[src/rtl/matmul_seq_ctrl.sv]
// Loop-nest sequencer for the matmul datapath: walks i/j/k for C = A * B, issues A/B
// reads and drives the MAC accumulate/clear strobes and the C write-back address.
module matmul_seq_ctrl #(
  parameter int unsigned M      = 4,
  parameter int unsigned N      = 4,
  parameter int unsigned K      = 4,
  parameter int unsigned RD_LAT = 1,
  parameter int unsigned ADDR_W = 8
) (
  input  logic              clk,
  input  logic              rst_n,
  input  logic              start,
  output logic              busy,
  output logic              done,
  output logic              rd_en,
  output logic [ADDR_W-1:0] a_addr,
  output logic [ADDR_W-1:0] b_addr,
  output logic              mac_en,
  output logic              mac_first,
  output logic              c_we,
  output logic [ADDR_W-1:0] c_addr
);

  localparam int unsigned DW = (RD_LAT + 1 > 1) ? $clog2(RD_LAT + 1) : 1;
  localparam logic [ADDR_W-1:0] MLast = ADDR_W'(M - 1);
  localparam logic [ADDR_W-1:0] NLast = ADDR_W'(N - 1);
  localparam logic [ADDR_W-1:0] KLast = ADDR_W'(K - 1);
  localparam logic [ADDR_W-1:0] NStep = ADDR_W'(N);
  localparam logic [DW-1:0]     DrainLast = DW'(RD_LAT);

  typedef enum logic [1:0] {StIdle, StRun, StDrain, StDone} state_e;

  state_e            state_q, state_d;
  logic              armed_q, armed_d;
  logic [ADDR_W-1:0] i_q, i_d, j_q, j_d, k_q, k_d;
  logic [ADDR_W-1:0] a_q, a_d, b_q, b_d, row_q, row_d, cc_q, cc_d;
  logic [DW-1:0]     cnt_q, cnt_d;
  logic              accept, last_rd;

  logic              rd_en_q, busy_q, done_q, c_we_q;
  logic [ADDR_W-1:0] c_addr_q;

  // Read-aligned tags shifted RD_LAT cycles to line up with returning read data.
  logic [RD_LAT-1:0] pe_q, pf_q, pl_q;
  logic [ADDR_W-1:0] pc_q [RD_LAT];

  // Next-state, start arming and loop counter / address stepping.
  always_comb begin
    state_d = state_q;
    armed_d = armed_q;
    i_d     = i_q;
    j_d     = j_q;
    k_d     = k_q;
    a_d     = a_q;
    b_d     = b_q;
    row_d   = row_q;
    cc_d    = cc_q;
    cnt_d   = cnt_q;
    accept  = (state_q == StIdle) && start && armed_q;
    last_rd = (state_q == StRun) && (i_q == MLast) && (j_q == NLast) && (k_q == KLast);

    if (accept) begin
      armed_d = 1'b0;
    end else if (!start) begin
      armed_d = 1'b1;
    end

    unique case (state_q)
      StIdle: begin
        if (accept) begin
          state_d = StRun;
          i_d     = '0;
          j_d     = '0;
          k_d     = '0;
          a_d     = '0;
          b_d     = '0;
          row_d   = '0;
          cc_d    = '0;
        end
      end
      StRun: begin
        cnt_d = '0;
        if (last_rd) begin
          state_d = StDrain;
        end else if (k_q != KLast) begin
          k_d = k_q + 1'b1;
          a_d = a_q + 1'b1;
          b_d = b_q + NStep;
        end else begin
          k_d  = '0;
          cc_d = cc_q + 1'b1;
          if (j_q != NLast) begin
            // Same row of A again, next column of B.
            j_d = j_q + 1'b1;
            a_d = row_q;
            b_d = j_q + 1'b1;
          end else begin
            // Next row of A starts right after the last element of this one.
            j_d   = '0;
            i_d   = i_q + 1'b1;
            a_d   = a_q + 1'b1;
            row_d = a_q + 1'b1;
            b_d   = '0;
          end
        end
      end
      StDrain: begin
        if (cnt_q == DrainLast) begin
          state_d = StDone;
        end else begin
          cnt_d = cnt_q + 1'b1;
        end
      end
      StDone: state_d = StIdle;
      default: state_d = StIdle;
    endcase
  end

  // Control state, counters and state-derived output flops.
  always_ff @(posedge clk or negedge rst_n) begin
    if (!rst_n) begin
      state_q <= StIdle;
      armed_q <= 1'b1;
      i_q     <= '0;
      j_q     <= '0;
      k_q     <= '0;
      a_q     <= '0;
      b_q     <= '0;
      row_q   <= '0;
      cc_q    <= '0;
      cnt_q   <= '0;
      rd_en_q <= 1'b0;
      busy_q  <= 1'b0;
      done_q  <= 1'b0;
    end else begin
      state_q <= state_d;
      armed_q <= armed_d;
      i_q     <= i_d;
      j_q     <= j_d;
      k_q     <= k_d;
      a_q     <= a_d;
      b_q     <= b_d;
      row_q   <= row_d;
      cc_q    <= cc_d;
      cnt_q   <= cnt_d;
      rd_en_q <= (state_d == StRun);
      busy_q  <= (state_d != StIdle);
      done_q  <= (state_d == StDone);
    end
  end

  // Read-to-MAC delay line and C write-back stage.
  always_ff @(posedge clk or negedge rst_n) begin
    if (!rst_n) begin
      pe_q     <= '0;
      pf_q     <= '0;
      pl_q     <= '0;
      for (int s = 0; s < RD_LAT; s++) pc_q[s] <= '0;
      c_we_q   <= 1'b0;
      c_addr_q <= '0;
    end else begin
      pe_q[0] <= rd_en_q;
      pf_q[0] <= rd_en_q && (k_q == '0);
      pl_q[0] <= rd_en_q && (k_q == KLast);
      pc_q[0] <= cc_q;
      for (int s = 1; s < RD_LAT; s++) begin
        pe_q[s] <= pe_q[s-1];
        pf_q[s] <= pf_q[s-1];
        pl_q[s] <= pl_q[s-1];
        pc_q[s] <= pc_q[s-1];
      end
      c_we_q <= pl_q[RD_LAT-1];
      if (pl_q[RD_LAT-1]) c_addr_q <= pc_q[RD_LAT-1];
    end
  end

  assign busy      = busy_q;
  assign done      = done_q;
  assign rd_en     = rd_en_q;
  assign a_addr    = a_q;
  assign b_addr    = b_q;
  assign mac_en    = pe_q[RD_LAT-1];
  assign mac_first = pf_q[RD_LAT-1];
  assign c_we      = c_we_q;
  assign c_addr    = c_addr_q;

endmodule

[config.mk]
export PLATFORM = sky130hd
export DESIGN_NAME = matmul_seq_ctrl
export DESIGN_NICKNAME = d
export VERILOG_FILES = /design/src/rtl/matmul_seq_ctrl.sv
export SDC_FILE = /design/constraint.sdc
export NUM_CORES = 1
export LEC_CHECK = 0
export ABC_AREA = 1
export CORE_MARGIN = 8
export CORE_UTILIZATION = 50
export CTS_CLUSTER_DIAMETER = 120
export CTS_CLUSTER_SIZE = 25
export DETAILED_ROUTE_END_ITERATION = 7
export DONT_BUFFER_PORTS = 1
export GPL_ROUTABILITY_DRIVEN = 0
export GPL_TIMING_DRIVEN = 0
export PLACE_DENSITY = 0.71
export SLEW_MARGIN = 15
export SYNTH_ARGS = -nofsm -noshare
export SYNTH_HDL_FRONTEND = slang
export SYNTH_SLANG_ARGS = --single-unit
[constraint.sdc]
create_clock -name clk -period 5.2 [get_ports clk]
set_clock_uncertainty 0.2 [all_clocks]
set_input_delay 0.52 -clock clk [delete_from_list [all_inputs] [get_ports clk]]
set_output_delay 0.52 -clock clk [all_outputs]
set_load 0.02 [all_outputs]
---- Word-level counts from Yosys, hierarchy flattened ----
Index checks and enable logic that the tools add are counted.
word-level totals
  bits in registers ....................... 83
  bits of input ports ..................... 3
  output and inout bits ................... 30
  logic and storage cells ................. 89
operators by class
  add/subtract/negate cells ............... 7
  equal/unequal tests ..................... 15
  muxes and demuxes ....................... 33
  reduce and logical (&&, ||, !) cells .... 15
operators by type and width
  kind                   count
  $mux W8                18
  $pmux W8 S2            7
  $add A8 B1 Y8 const B  5
  $eq A8 B2 Y1 const B   3
  $ne A8 B2 Y1 const B   2
  $add A8 B3 Y8 const B  1
  $logic_not A8 Y1       1
  $ne A2 B2 Y1 const B   4
  $pmux W2 S4            1
  $logic_and A1 B1 Y1    7
  $eq A2 B2 Y1 const B   3
  $mux W2                3
  $reduce_bool A2 Y1     3
  $reduce_and A5 Y1      1
  $eq A2 B1 Y1 const B   2
  $reduce_and A4 Y1      1
  $mux W1                3
  $reduce_and A3 Y1      1
  $logic_not A2 Y1       1
  $ne A2 B1 Y1 const B   1
  $pmux W1 S2            1
  $add A1 B1 Y1 const B  1

---- Logic depth before layout (Yosys ltp) ----
Gate-level depths: netlist of the first run.
  word-level depth ........................ 7
  gate-level depth with buffers ........... 11

---- Worst setup path before layout of the first run ----
OpenSTA, ideal clock, no wires.
  kind .................................... register to register
  from .................................... register state_q[1]
  to ...................................... register b_q[4] (netlist: b_addr[4])
  setup time .............................. 117 ps
  data arrival time ....................... 1,584 ps
  required time ........................... 4,883 ps
  slack ................................... 3,299 ps
  stages on the path, launching flop included .. 12
  path buffers ............................ 3
  clock period less this slack ............ 1,901 ps
  path through ............................ dfrtp_1 > inv_1 > ha_1 > buf_2 > inv_1 > o21bai_2 > nand2_1 > nand2_2 > buf_6 > buf_6 > nand2_1 > nand2_1
between the ends
  word-level cells in the longest chain between the ends .. 6
RTL lines
  item                                line    source
  start, declared                     33      state_e state_q, state_d;
  start signal, assigned              122     state_q <= StIdle;
  start signal, assigned              136     state_q <= state_d;
  $eq A2 B1 Y1                        60, 68
  $logic_and A1 B1 Y1 (3 in a row)    60      last_rd = (state_q == StRun) && (i_q == MLast) && (j_q == NLast) && (k_q == KLast);
  $ne A2 B2 Y1 (no source line)       --
  $reduce_and A3 Y1 (no source line)  --
  end signal, assigned                128     b_q <= '0;
  end signal, assigned                142     b_q <= b_d;
  end, declared                       36      logic [ADDR_W-1:0] a_q, a_d, b_q, b_d, row_q, row_d, cc_q, cc_d;
Parallel ways exist; a longest one is shown, timed or not.
A chain may end at the register's enable or synchronous reset.

---- Worst setup path after layout of the first run ----
  from .................................... register state_q[1]
  to ...................................... register b_q[5] (netlist: b_addr[5])
Same word-level chain as after synthesis.

==> impl_metrics.json, run 1 <==
{
  "synth_largest_type_area_fraction": 0.485,
  "tightest_slew_ns": 0.994,
  "synth_compound_area_frac": 0.0775,
  "synth_commonest_cells": "sky130_fd_sc_hd__nand2_1, sky130_fd_sc_hd__dfrtp_1, sky130_fd_sc_hd__nor2_1, sky130_fd_sc_hd__inv_1, sky130_fd_sc_hd__nand3_1",
  "power_frac_comb": 0.339,
  "synth-edff-count": 0,
  "dr.first_iter.drc_count": 187,
  "area_delta_synth_final_pct": 8.67,
  "critPathRequiredTime_ns": 5.30,
  "netlist-cell-type-count": 35,
  "grt_pass1_wl_mm": 15.2,
  "cts_sinks": 83,
  "die_extent_in_y_um": 108,
  "post_synth_instance_area_sq_um": 4230,
  "floorplan.initialDensity": 0.515,
  "power.internal_mw": 1.21,
  "finalWirelength_mm": 8.88,
  "clk_latency_worst_skew_pair_ns": 0.37,
  "detail_route.wl_per_cell_um": 13.9,
  "grt_antenna_before_repair": 0,
  "die_area_sq_um": 11700,
  "switching_portion_of_total_power": 0.439,
  "fmax_ghz": 0.396,
  "synth.yosys.seq_area_share": 0.491,
  "detailedRoute.firstPassIterationCount": 5,
  "slew-limit-headroom": 0.332,
  "postSynth.topFlopCell": "sky130_fd_sc_hd__dfrtp_1",
  "syn_avg_cell_area_sq_um": 8.21,
  "synth_largest_area_cell": "sky130_fd_sc_hd__dfrtp_1",
  "synth.ff_latch_count": 83,
  "place.detailed.hpwl_mm": 6.26,
  "worst_setup_hold_path_clk_slew_ns": 0.09,
  "setup_total_negative_slack_ns": 0,
  "drc": 0,
  "setup_viol": 0,
  "layout_setup_ws_ns": 2.67,
  "critical_path.slowest_cell": "sky130_fd_sc_hd__nor3_1",
  "worstHoldPathType": "reg -> reg",
  "path_max_fanout": 10,
  "io-pin-count": 33,
  "yosys_warnings": 0,
  "worst-path-buf-inv": 3,
  "powerDensity_nw_per_um2": 471,
  "dominant_combinational_cell_family_by_area_after_synthesis": "simple AND/OR/NAND/NOR gates",
  "synthSimpleGateAreaFrac": 0.297,
  "groute.usage.overall": 0.165,
  "proportion_of_power_drawn_by_flip_flops_and_latches": 0.454,
  "final_count_of_pins_violating_max_slew": 0,
  "critical-path-max-stage-delay_ns": 0.82,
  "crit_family": "simple AND/OR/NAND/NOR gates",
  "final.fill_count": 733,
  "synth-async-reset-ratio": 1.00,
  "num_cts_buffers": 9,
  "antenna_violating_nets_post_route": 0,
  "post-cts-setup-buffers": 0,
  "maxCapViolCount": 0,
  "core_area_sq_um": 8220,
  "syn_inst": 515,
  "power_frac_clock": 0.207,
  "netSwitchingPower_mw": 0.951,
  "cts.root.buffer_cell": "sky130_fd_sc_hd__clkbuf_8",
  "yosys.area_share.adder": 0.0296,
  "irDropWorstVdd_v": 0.000252,
  "portion_of_netlist_area_occupied_by_mux_cells": 0.0213,
  "yosys-top-cells-area": "sky130_fd_sc_hd__dfrtp_1, sky130_fd_sc_hd__nand2_1, sky130_fd_sc_hd__nand3_1",
  "cts_hold_buffers": 3,
  "num_vias": 3325,
  "critPathLaunchType": "flip-flop",
  "worst_path_most_repeated_cell": "sky130_fd_sc_hd__inv_1",
  "worst_ep_arrival_time_ns": 2.62,
  "grt_setup_unrepaired": "false",
  "clock_tree_from_tritoncts": "yes",
  "port-buffer-count": 0,
  "die_w_um": 108,
  "post_dr_vias_cell": 5.20,
  "leak_nw": 2.26,
  "post_cts_resized": 0,
  "path_class": "reg -> reg",
  "post-route-min-period_ns": 2.53,
  "worstPathCellList": "inv_1 -> ha_1 -> buf_2 -> inv_1 -> nor3_1 -> nand3b_1 -> nand3_1",
  "cts-root-to-sink-buffers": 2,
  "critical_path_capture_point_type": "flip-flop",
  "grt_max_degree": 84,
  "vias_in_the_first_global_route": 3244,
  "run_status": "finished clean",
  "final.period_utilization": 0.486,
  "rows": 33,
  "globalRoute.totalOverflow": 0,
  "most_common_cell_in_the_netlist": "sky130_fd_sc_hd__nand2_1",
  "postSynthNetCount": 528,
  "preCtsSetupSlack_ns": 2.72,
  "antenna_cells": 0,
  "cts.htree.levels": 3,
  "drive_gt1_frac": 0.120,
  "synth-xor-area-share": 0.0269,
  "final-hold-violation-count": 0,
  "layout.nets": 542
}
## state kept, by name, indices dropped and copies added (netlist names)
name and flops:
rd_en 1, c_addr 8, cc_q 8, state_q 2, pl_q 1, cnt_q 1
mac_first 1, j_q 8, pc_q 8, row_q 8, done 1, k_q 8
busy 1, a_addr 8, b_addr 8, armed_q 1, mac_en 1, i_q 8
c_we 1
## placed cells by master, fill, tap and decap left out, drive strengths merged
cell,netlist,layout
xor2,8,8
o21bai,7,7
nand2b,1,1
a211oi,1,1
nor3,4,4
o21ai,39,39
clkbuf,3,12
or2,13,13
nor2,43,43
buf,9,10
dfstp,1,1
dlygate4sd3,0,2
nand4,6,6
a21oi,10,10
nand2,183,183
clkinvlp,0,2
nor3b,1,1
ha,10,10
mux2,8,8
inv,41,46
dfrtp,82,82
nand3b,2,2
nand3,36,36
o21a,1,1
a21o,1,1
xnor2,5,5
## power groups by stage
stage / logic (mW) / clock network (mW) / registers [mW]
2_1_floorplan: 0.550 / 0 / 0.953
3_3_place_gp: 0.698 / 0 / 0.995
3_5_place_dp: 0.718 / 0 / 1.00
4_1_cts: 0.736 / 0.465 / 0.988
5_1_grt: 0.837 / 0.484 / 1.01
6_report: 0.733 / 0.449 / 0.983
## metal layers
| layer | part of all wire | up-vias | track usage |
|---|---|---|---|
| li1 | - | 1675 | - |
| met1 | 0.46 | 1584 | 0.205 |
| met2 | 0.47 | 60 | 0.265 |
| met3 | 0.058 | 6 | 0.0523 |
| met4 | 0.0088 | 0 | 0.0555 |
| met5 | 0 | - | 0 |
## cells by family (layout without fill, tap and decap cells)
group / Yosys count / count (layout)
AND/OR/NAND/NOR: 289 / 289
flip-flops: 83 / 83
AO/OA/AOI/OAI: 59 / 59
buffers and inverters: 53 / 72
XOR/XNOR: 13 / 13
adder cells (fa/ha/maj): 10 / 10
multiplexers: 8 / 8
## final timing paths
| kind | endpoint | from | cells after the start | slack, ns |
|---|---|---|---|---|
| worst max-delay path | b_addr[5] | state_q[1] | 7 | 2.67 |
| worst min-delay path | c_we | pl_q | 0 | 0.19 |
| worst max register to register | b_addr[5] | state_q[1] | 7 | 2.67 |
| worst min register to register | c_we | pl_q | 0 | 0.19 |
| max in group asynchronous | armed_q | rst_n | 2 | 3.93 |
| min in group asynchronous | k_q[1] | rst_n | 2 | 0.48 |
## through the flow
stage | area, sq um | power (mW) | hold WS, ns | utilization | cells
finish | 4600 | 2.17 | 0.190 | 0.559 | 639
floorplan | 4230 | 1.50 | 0.0244 | - | 515
detailed placement | 4360 | 1.72 | 0.0268 | 0.531 | 620
CTS | 4600 | 2.19 | 0.200 | 0.559 | 639
global placement | 4360 | 1.69 | 0.0274 | 0.531 | 620
global route | 4600 | 2.33 | 0.209 | 0.559 | 639
## area by class of cell
class | instances | area (sq um) | area share
buffer | 12 | 85.1 | 0.0185
clock buffer | 9 | 124 | 0.0270
clock inverter | 7 | 63.8 | 0.0139
inverter | 41 | 154 | 0.0335
multi-input combinational | 379 | 1910 | 0.416
sequential | 83 | 2080 | 0.452
tap | 105 | 131 | 0.0286
timing repair buffer | 3 | 47.5 | 0.0103
(Power assumes the default switching activity.)
==> inputs of run 2 (changes only) <==
==> constraint.sdc (replaced) <==
create_clock -name clk -period 2.39 [get_ports clk]
set_clock_uncertainty 0.2 [all_clocks]
set_input_delay 0.239 -clock clk [delete_from_list [all_inputs] [get_ports clk]]
set_output_delay 0.239 -clock clk [all_outputs]
set_load 0.02 [all_outputs]
==> run 2 against run 1 <==
Setup slack worse by 2.5 ns. Final cell count stayed put. Register-to-register slack worse by 2.5 ns. First-iteration DRC count is 7.5% lower. Highest routed layer unchanged. Critical endpoint is now k_q[4]. Wire length is 0.53% higher.
==> impl_metrics.json, run 2 (synthesized netlist as in run 1, its figures left out) <==
{
  "critical_path_capture_point_type": "flip-flop",
  "power.total_mw": 4.74,
  "area_delta_synth_final_pct": 9.23,
  "detail_route.wl_per_cell_um": 14.0,
  "clock_tree_from_tritoncts": "yes",
  "die_extent_in_y_um": 108,
  "floorplan.initialDensity": 0.515,
  "tightest_slew_ns": 0.574,
  "worstPathCellList": "ha_1 -> nand3_2 -> nor2_8 -> inv_2 -> o21bai_2 -> nand2_1 -> nand2_2 -> buf_2 -> o21ai_0",
  "final.period_utilization": 0.935,
  "groute.usage.overall": 0.165,
  "final_common_cell": "sky130_fd_sc_hd__nand2_1",
  "drive_gt1_frac": 0.125,
  "path_max_fanout": 10,
  "grt_pass1_wl_mm": 15.2,
  "run_status": "finished clean",
  "path_class": "reg -> reg",
  "irDropWorstVdd_v": 0.000541,
  "worstHoldPathType": "in -> reg",
  "grt_setup_unrepaired": "false",
  "cts.htree.levels": 3,
  "vias_in_the_first_global_route": 3244,
  "slew-limit-headroom": 0.615,
  "powerDensity_nw_per_um2": 1030,
  "globalRoute.totalOverflow": 0,
  "core_area_sq_um": 8220,
  "rows": 33,
  "clk_latency_worst_skew_pair_ns": 0.36,
  "dr.first_iter.drc_count": 173,
  "critical_path.slowest_cell": "sky130_fd_sc_hd__dfrtp_1",
  "final_count_of_pins_violating_max_slew": 0,
  "critPathRequiredTime_ns": 2.43,
  "port-buffer-count": 0,
  "layout.cells.most_common_list": "sky130_fd_sc_hd__nand2_1, sky130_fd_sc_hd__dfrtp_1, sky130_fd_sc_hd__nor2_1",
  "critPathLaunchType": "flip-flop",
  "final_area_sq_um": 4620,
  "share_of_the_core_filled_with_cells_in_the_final_layout": 0.562,
  "final.fill_count": 731,
  "maxCapViolCount": 0,
  "critical-path-max-stage-delay_ns": 0.41,
  "io-pin-count": 33,
  "fmax_ghz": 0.447,
  "antenna_violating_nets_post_route": 0,
  "num_cts_buffers": 9,
  "cts-root-to-sink-buffers": 2,
  "grt_max_degree": 84,
  "post_dr_vias_cell": 5.22,
  "grt_antenna_before_repair": 0,
  "layout.nets": 542,
  "worst_setup_hold_path_clk_slew_ns": 0.10,
  "die_w_um": 108,
  "antenna_cells": 0,
  "final-hold-violation-count": 0,
  "post-cts-setup-buffers": 0,
  "worst_ep_arrival_time_ns": 2.27,
  "num_vias": 3337,
  "drc": 0,
  "cts_sinks": 83,
  "die_area_sq_um": 11700,
  "placedInstanceArea_sq_um": 4360,
  "cts.root.buffer_cell": "sky130_fd_sc_hd__clkbuf_8",
  "place.detailed.hpwl_mm": 6.26,
  "detailedRoute.firstPassIterationCount": 4,
  "post-route-min-period_ns": 2.24,
  "finalWirelength_mm": 8.92,
  "leak_nw": 2.26,
  "setup_viol": 0
}
==> run 2: cell counts in the layout (fill, tap and decap cells not counted) <==
Identical to the previous run, type by type.
==> run 2: through the flow <==
step	setup slack, ns	TNS, ns	cells	hold WS [ns]
floorplan	0.489	0	515	-0.257
global placement	-0.0818	-0.212	620	-0.254
detailed placement	-0.0947	-0.273	620	-0.254
CTS	0.00579	0	639	0.0460
global route	0.0111	0	639	0.0647
finish	0.154	0	639	0.0339
==> run 2: cell type report <==
type / count / area, sq um / share of cell area
tap: 105 / 131 / 0.0284
sequential: 83 / 2080 / 0.450
multi-input combinational: 379 / 1930 / 0.418
clock buffer: 9 / 124 / 0.0268
timing repair buffer: 3 / 47.5 / 0.0103
clock inverter: 7 / 63.8 / 0.0138
inverter: 41 / 156 / 0.0339
buffer: 12 / 85.1 / 0.0184
==> run 2: final timing paths <==
| check | to | startpoint | cells after the start | slack (ns) |
|---|---|---|---|---|
| min in group asynchronous | k_q[1] | rst_n | 2 | 0.21 |
| max | k_q[4] | k_q[1] | 9 | 0.15 |
| min | state_q[0] | start | 4 | 0.03 |
| min reg2reg | c_we | pl_q | 0 | 0.19 |
| max reg2reg | k_q[4] | k_q[1] | 9 | 0.15 |
| max in group asynchronous | armed_q | rst_n | 2 | 1.40 |
==> run 2: where the power goes <==
| part | switching, mW | total [mW] | leakage (nW) | internal, mW |
|---|---|---|---|---|
| Clock | 0.569 | 0.971 | 0.0907 | 0.403 |
| Combinational | 1.06 | 1.62 | 1.04 | 0.564 |
| Sequential | 0.456 | 2.14 | 1.12 | 1.69 |
==> run 2: metal layers <==
| metal | vias up | GRT usage | wire [um] |
|---|---|---|---|
| li1 | 1680 | - | - |
| met1 | 1595 | 0.205 | 4080 |
| met2 | 55 | 0.265 | 4270 |
| met3 | 7 | 0.0523 | 493 |
| met4 | 0 | 0.0555 | 82 |
| met5 | - | 0 | 0 |
==> run 2: what timing repair did <==
action,4_1_cts,5_1_grt
hold buffers,3,0
gates resized for setup,1,4
hold endpoints to repair,84,0
setup endpoints to repair,5,20
gates cloned,0,0
==> run 2: critical path: cells and delay by family (launching register included) <==
| kind | cells | cell delay (ns) |
|---|---|---|
| adders and majority gates | 1 | 0.27 |
| and+or+nand+nor | 4 | 0.55 |
| AOI/OAI and AO/OA | 2 | 0.31 |
| buffers and inverters | 2 | 0.36 |
| DFF | 1 | 0.41 |
==> inputs of run 3 (changes only) <==
--- a/config.mk
+++ b/config.mk
@@ -6,15 +6,18 @@
 export NUM_CORES = 1
 export LEC_CHECK = 0
 export ABC_AREA = 1
+export CAP_MARGIN = 20
+export CELL_PAD_IN_SITES_DETAIL_PLACEMENT = 1
+export CELL_PAD_IN_SITES_GLOBAL_PLACEMENT = 1
 export CORE_MARGIN = 8
-export CORE_UTILIZATION = 50
+export CORE_UTILIZATION = 48
 export CTS_CLUSTER_DIAMETER = 120
 export CTS_CLUSTER_SIZE = 25
 export DETAILED_ROUTE_END_ITERATION = 7
 export DONT_BUFFER_PORTS = 1
 export GPL_ROUTABILITY_DRIVEN = 0
 export GPL_TIMING_DRIVEN = 0
-export PLACE_DENSITY = 0.71
+export PLACE_DENSITY = 0.85
 export SLEW_MARGIN = 15
 export SYNTH_ARGS = -nofsm -noshare
 export SYNTH_HDL_FRONTEND = slang
==> run 3 against run 2 <==
Critical path depth is 2 higher. Combinational power increased by 9.9%. Maximum frequency is 1.8% lower. Global-route usage rose by 3.1 points. Sequential share of layout area down 0.28 points. Clock power is 2% higher. Cell area rose by 0.62%. Critical endpoint is now a_addr[0]. Die area increased by 3.6%. First-iteration DRC count down 42%.
==> impl_metrics.json, run 3 (synthesized netlist as in run 1, its figures left out) <==
{
  "run_status": "finished clean",
  "num_vias": 3518,
  "layout.cells.most_common_list": "sky130_fd_sc_hd__nand2_1, sky130_fd_sc_hd__dfrtp_1, sky130_fd_sc_hd__nor2_1",
  "powerDensity_nw_per_um2": 1060,
  "layout.nets": 544,
  "critPathRequiredTime_ns": 2.45,
  "worst_ep_arrival_time_ns": 2.33,
  "fmax_ghz": 0.439,
  "detail_route.wl_per_cell_um": 17.1,
  "setup_viol": 0,
  "cts-root-to-sink-buffers": 2,
  "worstPathCellList": "inv_1 -> ha_1 -> clkbuf_4 -> inv_1 -> o21bai_4 -> nand2_1 -> nand2_2 -> buf_6 -> buf_6 -> nand2_1 -> nand2_1",
  "final_common_cell": "sky130_fd_sc_hd__nand2_1",
  "antenna_violating_nets_post_route": 0,
  "maxCapViolCount": 0,
  "drive_gt1_frac": 0.132,
  "die_w_um": 110,
  "worst_path_most_repeated_cell": "sky130_fd_sc_hd__nand2_1",
  "r2r-end": "a_addr[0]",
  "rows": 34,
  "final-hold-violation-count": 0,
  "worstHoldPathType": "in -> reg",
  "cts.htree.levels": 3,
  "worst_hold_slack_ns": 0.0769,
  "crit_end": "a_addr[0]",
  "die_extent_in_y_um": 110,
  "globalRoute.totalOverflow": 0,
  "path_class": "reg -> reg",
  "post-route-min-period_ns": 2.28,
  "num_cts_buffers": 9,
  "startpoint": "state_q[1]",
  "tightest_slew_ns": 0.623,
  "share_of_the_core_filled_with_cells_in_the_final_layout": 0.538,
  "cts.root.buffer_cell": "sky130_fd_sc_hd__clkbuf_8",
  "grt_antenna_before_repair": 0,
  "clk_latency_worst_skew_pair_ns": 0.37,
  "irDropWorstVdd_v": 0.000589,
  "post_dr_vias_cell": 5.46,
  "clock_tree_from_tritoncts": "yes",
  "core_area_sq_um": 8640,
  "cts_sinks": 83,
  "path_max_fanout": 10,
  "place.detailed.hpwl_mm": 7.70,
  "dr.first_iter.drc_count": 100,
  "grt_max_degree": 84,
  "preCtsSetupSlack_ns": -0.175,
  "port-buffer-count": 0,
  "critical_path.slowest_cell": "sky130_fd_sc_hd__dfrtp_1",
  "r2r_cells": 11,
  "drc": 0,
  "critical_path_capture_point_type": "flip-flop",
  "slew-limit-headroom": 0.582,
  "area_delta_synth_final_pct": 9.91,
  "worst_setup_hold_path_clk_slew_ns": 0.09,
  "io-pin-count": 33,
  "antenna_cells": 0,
  "critPathLaunchType": "flip-flop",
  "groute.usage.overall": 0.196,
  "finalWirelength_mm": 11.0,
  "floorplan.initialDensity": 0.490,
  "grt_pass1_wl_mm": 18.5,
  "crit-reg2reg-launch": "state_q[1]",
  "vias_in_the_first_global_route": 3818,
  "layout_setup_ws_ns": 0.114,
  "leak_nw": 2.27,
  "critical-path-max-stage-delay_ns": 0.40,
  "final_count_of_pins_violating_max_slew": 0,
  "detailedRoute.firstPassIterationCount": 4,
  "r2r_slack_ns": 0.11,
  "final.period_utilization": 0.952,
  "die_area_sq_um": 12100
}
## run 3: changes by cell type in the layout (fill, tap and decap cells not counted), sizes merged
cell and delta:
buf +1, clkbuf +1, clkinv +1, clkinvlp -1
## run 3: where the power goes
group	leakage, nW	switching (mW)	internal (mW)
combinational	1.06	1.19	0.596
clock	0.0929	0.588	0.398
sequential	1.12	0.459	1.69
total	2.27	2.23	2.68
## run 3: metal layers
layer | up-vias | global-route usage | share of wire
li1 | 1678 | - | -
met3 | 13 | 0.0399 | 0.047
met5 | - | 0 | 0
met4 | 0 | 0.0714 | 0.0098
met1 | 1752 | 0.238 | 0.44
met2 | 75 | 0.335 | 0.50
## run 3: worst min path at each step
| stage | start | to | slack [ns] | cells past startpoint |
|---|---|---|---|---|
| after floorplan | rst_n | a_addr[0] | -0.26 | 0 |
| after global placement | rst_n | k_q[1] | -0.25 | 0 |
| after detailed placement | rst_n | k_q[3] | -0.25 | 0 |
| after CTS | start | busy | 0.05 | 4 |
| after global routing | start | busy | 0.1 | 4 |
| final | start | busy | 0.08 | 4 |
## run 3: area by class of cell
class / count / area [sq um]
buffer: 12 / 87.6
multi-input combinational: 379 / 1950
timing repair buffer: 5 / 62.6
fill: 1057 / 3990
tap: 108 / 135
inverter: 41 / 156
clock inverter: 7 / 58.8
clock buffer: 9 / 124
sequential: 83 / 2080
## run 3: stage by stage
step,cells,power (mW),TNS [ns],area [sq um]
6_report,644,4.91,0,4650
5_1_grt,644,5.23,-0.0105,4650
4_1_cts,642,4.90,0,4610
3_5_place_dp,623,3.84,-1.09,4360
3_3_place_gp,623,3.72,-0.295,4360
2_1_floorplan,515,3.27,0,4230
## run 3: timing repair
item / 4_1_cts / 5_1_grt
setup buffers: 0 / 2
resized for setup: 4 / 5
pin swaps: 0 / 1
hold endpoints to repair: 84 / 0
endpoints found under the setup margin: 16 / 25
hold buffers: 3 / 0
## run 3: critical path, delay by kind of cell, from the launching register on
kind	cells	cell delay, ns
compound gates	1	0.21
fa+ha+maj	1	0.26
buf+inv	5	0.77
flops	1	0.40
simple gates	4	0.32
